<file path="src/rtl/adder_share_arbiter_if.sv">
// rtl/adder_share_arbiter_if.sv - requester, shared-adder and response signals of adder_share_arbiter
interface adder_share_arbiter_if #(
    parameter int WIDTH = 5,
    parameter int NREQ  = 4,
    parameter int IDW   = 2,
    parameter int CNTW  = 16
);
    logic [NREQ-1:0]       req_valid;
    logic [NREQ*WIDTH-1:0] req_a;
    logic [NREQ*WIDTH-1:0] req_b;
    logic [NREQ-1:0]       req_ready;
    logic [WIDTH-1:0]      add_a;
    logic [WIDTH-1:0]      add_b;
    logic [WIDTH-1:0]      add_result;
    logic                  rsp_valid;
    logic [IDW-1:0]        rsp_id;
    logic [WIDTH-1:0]      rsp_sum;
    logic                  rsp_ready;
    logic                  busy;
    logic [CNTW-1:0]       op_count;

    // Arbiter side.
    modport slave (
        input  req_valid, req_a, req_b, add_result, rsp_ready,
        output req_ready, add_a, add_b, rsp_valid, rsp_id, rsp_sum, busy, op_count
    );

    // Requesters, shared adder and response consumer side.
    modport master (
        output req_valid, req_a, req_b, add_result, rsp_ready,
        input  req_ready, add_a, add_b, rsp_valid, rsp_id, rsp_sum, busy, op_count
    );
endinterface

</file>
<file path="src/rtl/adder_share_arbiter.sv">
// rtl/adder_share_arbiter.sv - round-robin arbiter sharing one combinational adder among NREQ requesters
module adder_share_arbiter #(
    parameter int WIDTH = 5,
    parameter int NREQ  = 4,
    parameter int IDW   = 2,
    parameter int CNTW  = 16
) (
    input  logic                  clk,
    input  logic                  rst_n,
    adder_share_arbiter_if.slave  bus
);
    typedef enum logic [1:0] {IDLE, CALC, RESP} state_t;

    state_t           state_q;
    logic [IDW-1:0]   last_grant_q;
    logic [WIDTH-1:0] add_a_q;
    logic [WIDTH-1:0] add_b_q;
    logic [WIDTH-1:0] rsp_sum_q;
    logic [IDW-1:0]   rsp_id_q;
    logic             rsp_valid_q;
    logic             busy_q;
    logic [CNTW-1:0]  op_count_q;

    logic             grant_found;
    logic [IDW-1:0]   grant_idx;
    logic [IDW-1:0]   cand;

    // Scan starts just after the last winner, so a continuously valid set rotates.
    always_comb begin
        grant_found = 1'b0;
        grant_idx   = '0;
        cand        = '0;
        for (int k = 1; k <= NREQ; k++) begin
            cand = IDW'((int'(last_grant_q) + k) % NREQ);
            if (!grant_found && bus.req_valid[cand]) begin
                grant_found = 1'b1;
                grant_idx   = cand;
            end
        end
    end

    assign bus.req_ready = (rst_n && state_q == IDLE && grant_found)
                         ? ({{(NREQ-1){1'b0}}, 1'b1} << grant_idx) : '0;

    assign bus.add_a     = add_a_q;
    assign bus.add_b     = add_b_q;
    assign bus.rsp_valid = rsp_valid_q;
    assign bus.rsp_id    = rsp_id_q;
    assign bus.rsp_sum   = rsp_sum_q;
    assign bus.busy      = busy_q;
    assign bus.op_count  = op_count_q;

    always_ff @(posedge clk or negedge rst_n) begin
        if (!rst_n) begin
            state_q      <= IDLE;
            last_grant_q <= IDW'(NREQ - 1);
            add_a_q      <= '0;
            add_b_q      <= '0;
            rsp_sum_q    <= '0;
            rsp_id_q     <= '0;
            rsp_valid_q  <= 1'b0;
            busy_q       <= 1'b0;
            op_count_q   <= '0;
        end else begin
            case (state_q)
                IDLE: begin
                    if (grant_found) begin
                        add_a_q      <= bus.req_a[grant_idx*WIDTH +: WIDTH];
                        add_b_q      <= bus.req_b[grant_idx*WIDTH +: WIDTH];
                        rsp_id_q     <= grant_idx;
                        last_grant_q <= grant_idx;
                        busy_q       <= 1'b1;
                        state_q      <= CALC;
                    end
                end
                CALC: begin
                    rsp_sum_q   <= bus.add_result;
                    rsp_valid_q <= 1'b1;
                    state_q     <= RESP;
                end
                RESP: begin
                    if (bus.rsp_ready) begin
                        rsp_valid_q <= 1'b0;
                        op_count_q  <= op_count_q + CNTW'(1);
                        busy_q      <= 1'b0;
                        state_q     <= IDLE;
                    end
                end
                default: begin
                    state_q <= IDLE;
                    busy_q  <= 1'b0;
                end
            endcase
        end
    end
endmodule

</file>
<file path="src/flat_wrapper.sv">
// flat-port wrapper written by rule: the top's interface ports become plain ports
module adder_share_arbiter_flat 
#(
    parameter int WIDTH = 5,
    parameter int NREQ  = 4,
    parameter int IDW   = 2,
    parameter int CNTW  = 16
)
  (clk, rst_n, bus_req_valid, bus_req_a, bus_req_b, bus_add_result, bus_rsp_ready, bus_req_ready, bus_add_a, bus_add_b, bus_rsp_valid, bus_rsp_id, bus_rsp_sum, bus_busy, bus_op_count);
  adder_share_arbiter_if #(.WIDTH(WIDTH), .NREQ(NREQ), .IDW(IDW), .CNTW(CNTW)) bus_i ();
  input  logic clk;
  input  logic rst_n;
  input wire logic [$bits(bus_i.req_valid)-1:0] bus_req_valid;
  input wire logic [$bits(bus_i.req_a)-1:0] bus_req_a;
  input wire logic [$bits(bus_i.req_b)-1:0] bus_req_b;
  input wire logic [$bits(bus_i.add_result)-1:0] bus_add_result;
  input wire logic [$bits(bus_i.rsp_ready)-1:0] bus_rsp_ready;
  output wire logic [$bits(bus_i.req_ready)-1:0] bus_req_ready;
  output wire logic [$bits(bus_i.add_a)-1:0] bus_add_a;
  output wire logic [$bits(bus_i.add_b)-1:0] bus_add_b;
  output wire logic [$bits(bus_i.rsp_valid)-1:0] bus_rsp_valid;
  output wire logic [$bits(bus_i.rsp_id)-1:0] bus_rsp_id;
  output wire logic [$bits(bus_i.rsp_sum)-1:0] bus_rsp_sum;
  output wire logic [$bits(bus_i.busy)-1:0] bus_busy;
  output wire logic [$bits(bus_i.op_count)-1:0] bus_op_count;
  assign bus_i.req_valid = bus_req_valid;
  assign bus_i.req_a = bus_req_a;
  assign bus_i.req_b = bus_req_b;
  assign bus_i.add_result = bus_add_result;
  assign bus_i.rsp_ready = bus_rsp_ready;
  assign bus_req_ready = bus_i.req_ready;
  assign bus_add_a = bus_i.add_a;
  assign bus_add_b = bus_i.add_b;
  assign bus_rsp_valid = bus_i.rsp_valid;
  assign bus_rsp_id = bus_i.rsp_id;
  assign bus_rsp_sum = bus_i.rsp_sum;
  assign bus_busy = bus_i.busy;
  assign bus_op_count = bus_i.op_count;
  adder_share_arbiter #(.WIDTH(WIDTH), .NREQ(NREQ), .IDW(IDW), .CNTW(CNTW)) u_core (.clk(clk), .rst_n(rst_n), .bus(bus_i));
endmodule
</file>
<file path="config.mk">
export PLATFORM = sky130hd
export DESIGN_NAME = adder_share_arbiter_flat
export DESIGN_NICKNAME = d
export VERILOG_FILES = /design/src/rtl/adder_share_arbiter_if.sv /design/src/rtl/adder_share_arbiter.sv /design/src/flat_wrapper.sv
export SDC_FILE = /design/constraint.sdc
export NUM_CORES = 1
export LEC_CHECK = 0
export BUFFER_PORTS_ARGS = -buffer_cell sky130_fd_sc_hd__buf_2
export CELL_PAD_IN_SITES_DETAIL_PLACEMENT = 1
export CELL_PAD_IN_SITES_GLOBAL_PLACEMENT = 1
export CORE_UTILIZATION = 37
export DETAILED_ROUTE_END_ITERATION = 16
export PLACE_DENSITY_LB_ADDON = 0.1
export REMOVE_ABC_BUFFERS = 1
export SLEW_MARGIN = 30
export SYNTH_ARGS = -nofsm -noshare
export SYNTH_HDL_FRONTEND = slang
export SYNTH_SLANG_ARGS = --single-unit
</file>
<file path="constraint.sdc">
create_clock -name clk -period 4.9 [get_ports clk]
set_input_delay 0.245 -clock clk [delete_from_list [all_inputs] [get_ports clk]]
set_output_delay 0.245 -clock clk [all_outputs]
set_load 0.05 [all_outputs]
</file>
==> flow_summary.ini <==
[setup_path]
max_stage_delay_ns = 0.58
cp-end-kind = primary output
crit_path_start_kind = register
criticalPathCategory = register to primary output
crit_chain = a211o_1 > clkinv_1 > nand2_1 > nor3b_1 > buf_2
arrival_ns = 2.23
crit_required_ns = 4.66
crit_slowest_cell = clkinv_1
regToRegSetupSlack_ns = 2.71
path_max_fanout = 26

[routing]
ant_nets = 0
wl_mm = 5.52
vias = 1908
drc = 0
viasPerCell = 5.06
dr.pass1.iters = 4
drtIter0Drc = 62
post_drt_wl_per_cell_um = 14.6

[power_and_ir_drop]
intPower_w = 0.000892
p_leak_nw = 1.34
switching_power_w = 0.000862
peakVddDrop_mv = 0.332
p_per_area_nw_per_um2 = 648
p_sw_share_pct = 49.1
seq_power_share_pct = 31.4
p_comb_share_pct = 52.3
p_clk_share_pct = 16.2

[worst_hold_path]
hold_path_class = primary input to register

[grt]
track_usage_pct = 19.3
grt_pass1_vias = 1930
grt_max_degree = 42
antenna_found_initial = 0
grt_pass1_wl_mm = 9.14
gr-total-overflow = 0

[sta]
period_needed_ns = 2.48
relSlewSlack_pct = 42.1
hold_violations = 0
setup_viol = 0
finalMaxSlewViolations = 0
fmaxAchievable_mhz = 403
fin_setup_tns_ns = 0
finalClockSkew_ns = 0.00406
grt_setup_unrepaired = no
period_share_pct = 50.6
worst_pin_slew_ns = 0.864

[synth]
syn_area_um2 = 2120
synth_seq_area_share_pct = 46.1
synth_edf_count = 0
syn_inst = 219
ys.flop_type = dfrtp_1
avgSynthCellArea_um2 = 9.69
synth.area.top_cells = dfrtp_1 44%, a32oi_1 4.1%, o22a_1 4.1%, nor2_1 3.9%, xnor2_1 3.3%
ys_types = 45
synth_seq_cells = 39
async_reset_ff_share_pct = 100
yosysTopAreaCell = dfrtp_1
synth_warnings = 0
synth_top_area_share_pct = 43.6

[layout]
area_delta_synth_final_pct = 27.5
drive_above_1_share_pct = 38.7
layout.cells.non_filler = 377
antenna_cells = 0
final_nets = 357

[clock_network]
cts_made_buffers = 5
path_clk_slew_ns = 0.08
cts_sinks = 39
clockBufferDepth = 2
post_cts_resized = 0
cts_tree = yes
cts_max_level = 2
clock_latency_ns = 0.29
ctsRootBufferMaster = clkbuf_8

[place]
gp_congestion = 0.709
dp_cells = 368
place.port_buffers = 90
hpwlAfterDp_mm = 4.10

[floorplanning]
core-area_um2 = 5510
start_util_pct = 38.5
io_pins = 91
die_w_um = 77.7
floorplan.die_area_um2 = 6040
fp-row-count = 27
dieHeight_um = 77.7

[job]
cap_viol_max_count = 0

[outcome]
status = finished clean
cell families (layout without fill, tap and decap cells):
kind of cell	after synthesis	count (layout)	share of synthesized area (%)
adders and majority gates	1	1	0.590
muxes	6	6	3.18
DFF	39	39	46.1
AOI/OAI and AO/OA	55	55	19.3
buffers and inverters	33	119	7.96
xor gates and xnor gates	15	15	6.19
and+or+nand+nor	70	70	16.7
per-stage QoR:
stage          total power [W]  setup slack (ns)  hold WS (ns)  instance area, um^2  util (%)
2_1_floorplan          0.00122              2.34       -0.0506                 2020         -
3_3_place_gp           0.00147              2.55         0.441                 2580      46.8
3_5_place_dp           0.00149              2.53         0.446                 2580      46.8
4_1_cts                0.00178              2.39         0.124                 2690      48.9
5_1_grt                0.00187              2.21         0.174                 2710      49.1
6_report               0.00175              2.42         0.182                 2710      49.1
registers in the layout, indices dropped and copies added (netlist names):
signal                count
u_core.bus.add_b          5
u_core.bus.busy           1
u_core.bus.op_count      16
u_core.bus.rsp_valid      1
u_core.bus.rsp_sum        5
u_core.state_q            2
u_core.bus.add_a          5
u_core.last_grant_q       2
u_core.bus.rsp_id         2
layer usage:
metal,wire (um),part of all wire [%],track usage (%),up-vias
met3,309,5.6,4.71,10
met5,0,0,0,-
met4,93,1.7,5.85,0
met1,2370,43,24.2,899
met2,2750,50,32.7,62
li1,-,-,-,937
path summary, 6_finish.rpt:
kind | startpoint | endpoint | cells after the start
max in group asynchronous | rst_n | u_core.last_grant_q[1]$_DFFE_PN1P_ | 2
min in group asynchronous | rst_n | u_core.bus.op_count[13]$_DFFE_PN0P_ | 2
worst max-delay path | u_core.state_q[0]$_DFFE_PN0P_ | bus_req_ready[3] | 5
worst max register to register | u_core.last_grant_q[0]$_DFFE_PN1P_ | u_core.bus.add_b[1]$_DFFE_PN0P_ | 5
worst min-delay path | bus_add_result[0] | u_core.bus.rsp_sum[0]$_DFFE_PN0P_ | 2
worst min register to register | u_core.bus.op_count[15]$_DFFE_PN0P_ | u_core.bus.op_count[15]$_DFFE_PN0P_ | 1
cells in the final DEF (no fill, tap or decap), drive strengths merged, types with 2 or more instances in the layout:
cell type,n
dfstp,2
mux2,6
buf,92
o21a,4
a31oi,10
xnor2,8
o21ai,5
inv,17
or2b,2
o22a,10
a21oi,6
a32oi,10
nor3b,3
a211oi,2
a21o,2
xor2,7
clkinv,2
nor3,6
nor2,23
a211o,2
and3,3
nand3,5
dfrtp,37
clkbuf,6
nand2,18
area by class of cell:
cell class	count	area, um^2
clock inverters	2	35.0
well taps	72	90.1
multi-input cells	147	975
repair buffers	93	478
inverters	18	67.6
clock buffers	6	82.6
fillers	671	2800
flip-flops and latches	39	978
critical path: cells and delay by family (launching register included):
kind / cells / cell delay [ns]
buffers and inverters: 2 / 0.83
DFF: 1 / 0.49
and+or+nand+nor: 2 / 0.40
AOI/OAI and AO/OA: 1 / 0.21
power groups by stage:
stage / Clock, W / Sequential [W] / Combinational, W
finish: 0.000285 / 0.000552 / 0.000918
global route: 0.000306 / 0.000574 / 0.000989
CTS: 0.000293 / 0.000553 / 0.000931
detailed placement: 0 / 0.000559 / 0.000928
global placement: 0 / 0.000554 / 0.000914
floorplan: 0 / 0.000882 / 0.000343
synthesized netlist by cell type (all sizes together) (6+ instances only):
cell,n
dfrtp,37
nor2,23
nand2,18
inv,17
a31oi,10
a32oi,10
buf,10
o22a,10
xnor2,8
xor2,7
a21oi,6
mux2,6
nor3,6
what timing repair did:
| item | 4_1_cts | 5_1_grt |
|---|---|---|
| hold buffers | 0 | 1 |
| hold endpoints to repair | 0 | 37 |
| setup buffers | 0 | 0 |
Power figures use the tool's default switching activity.
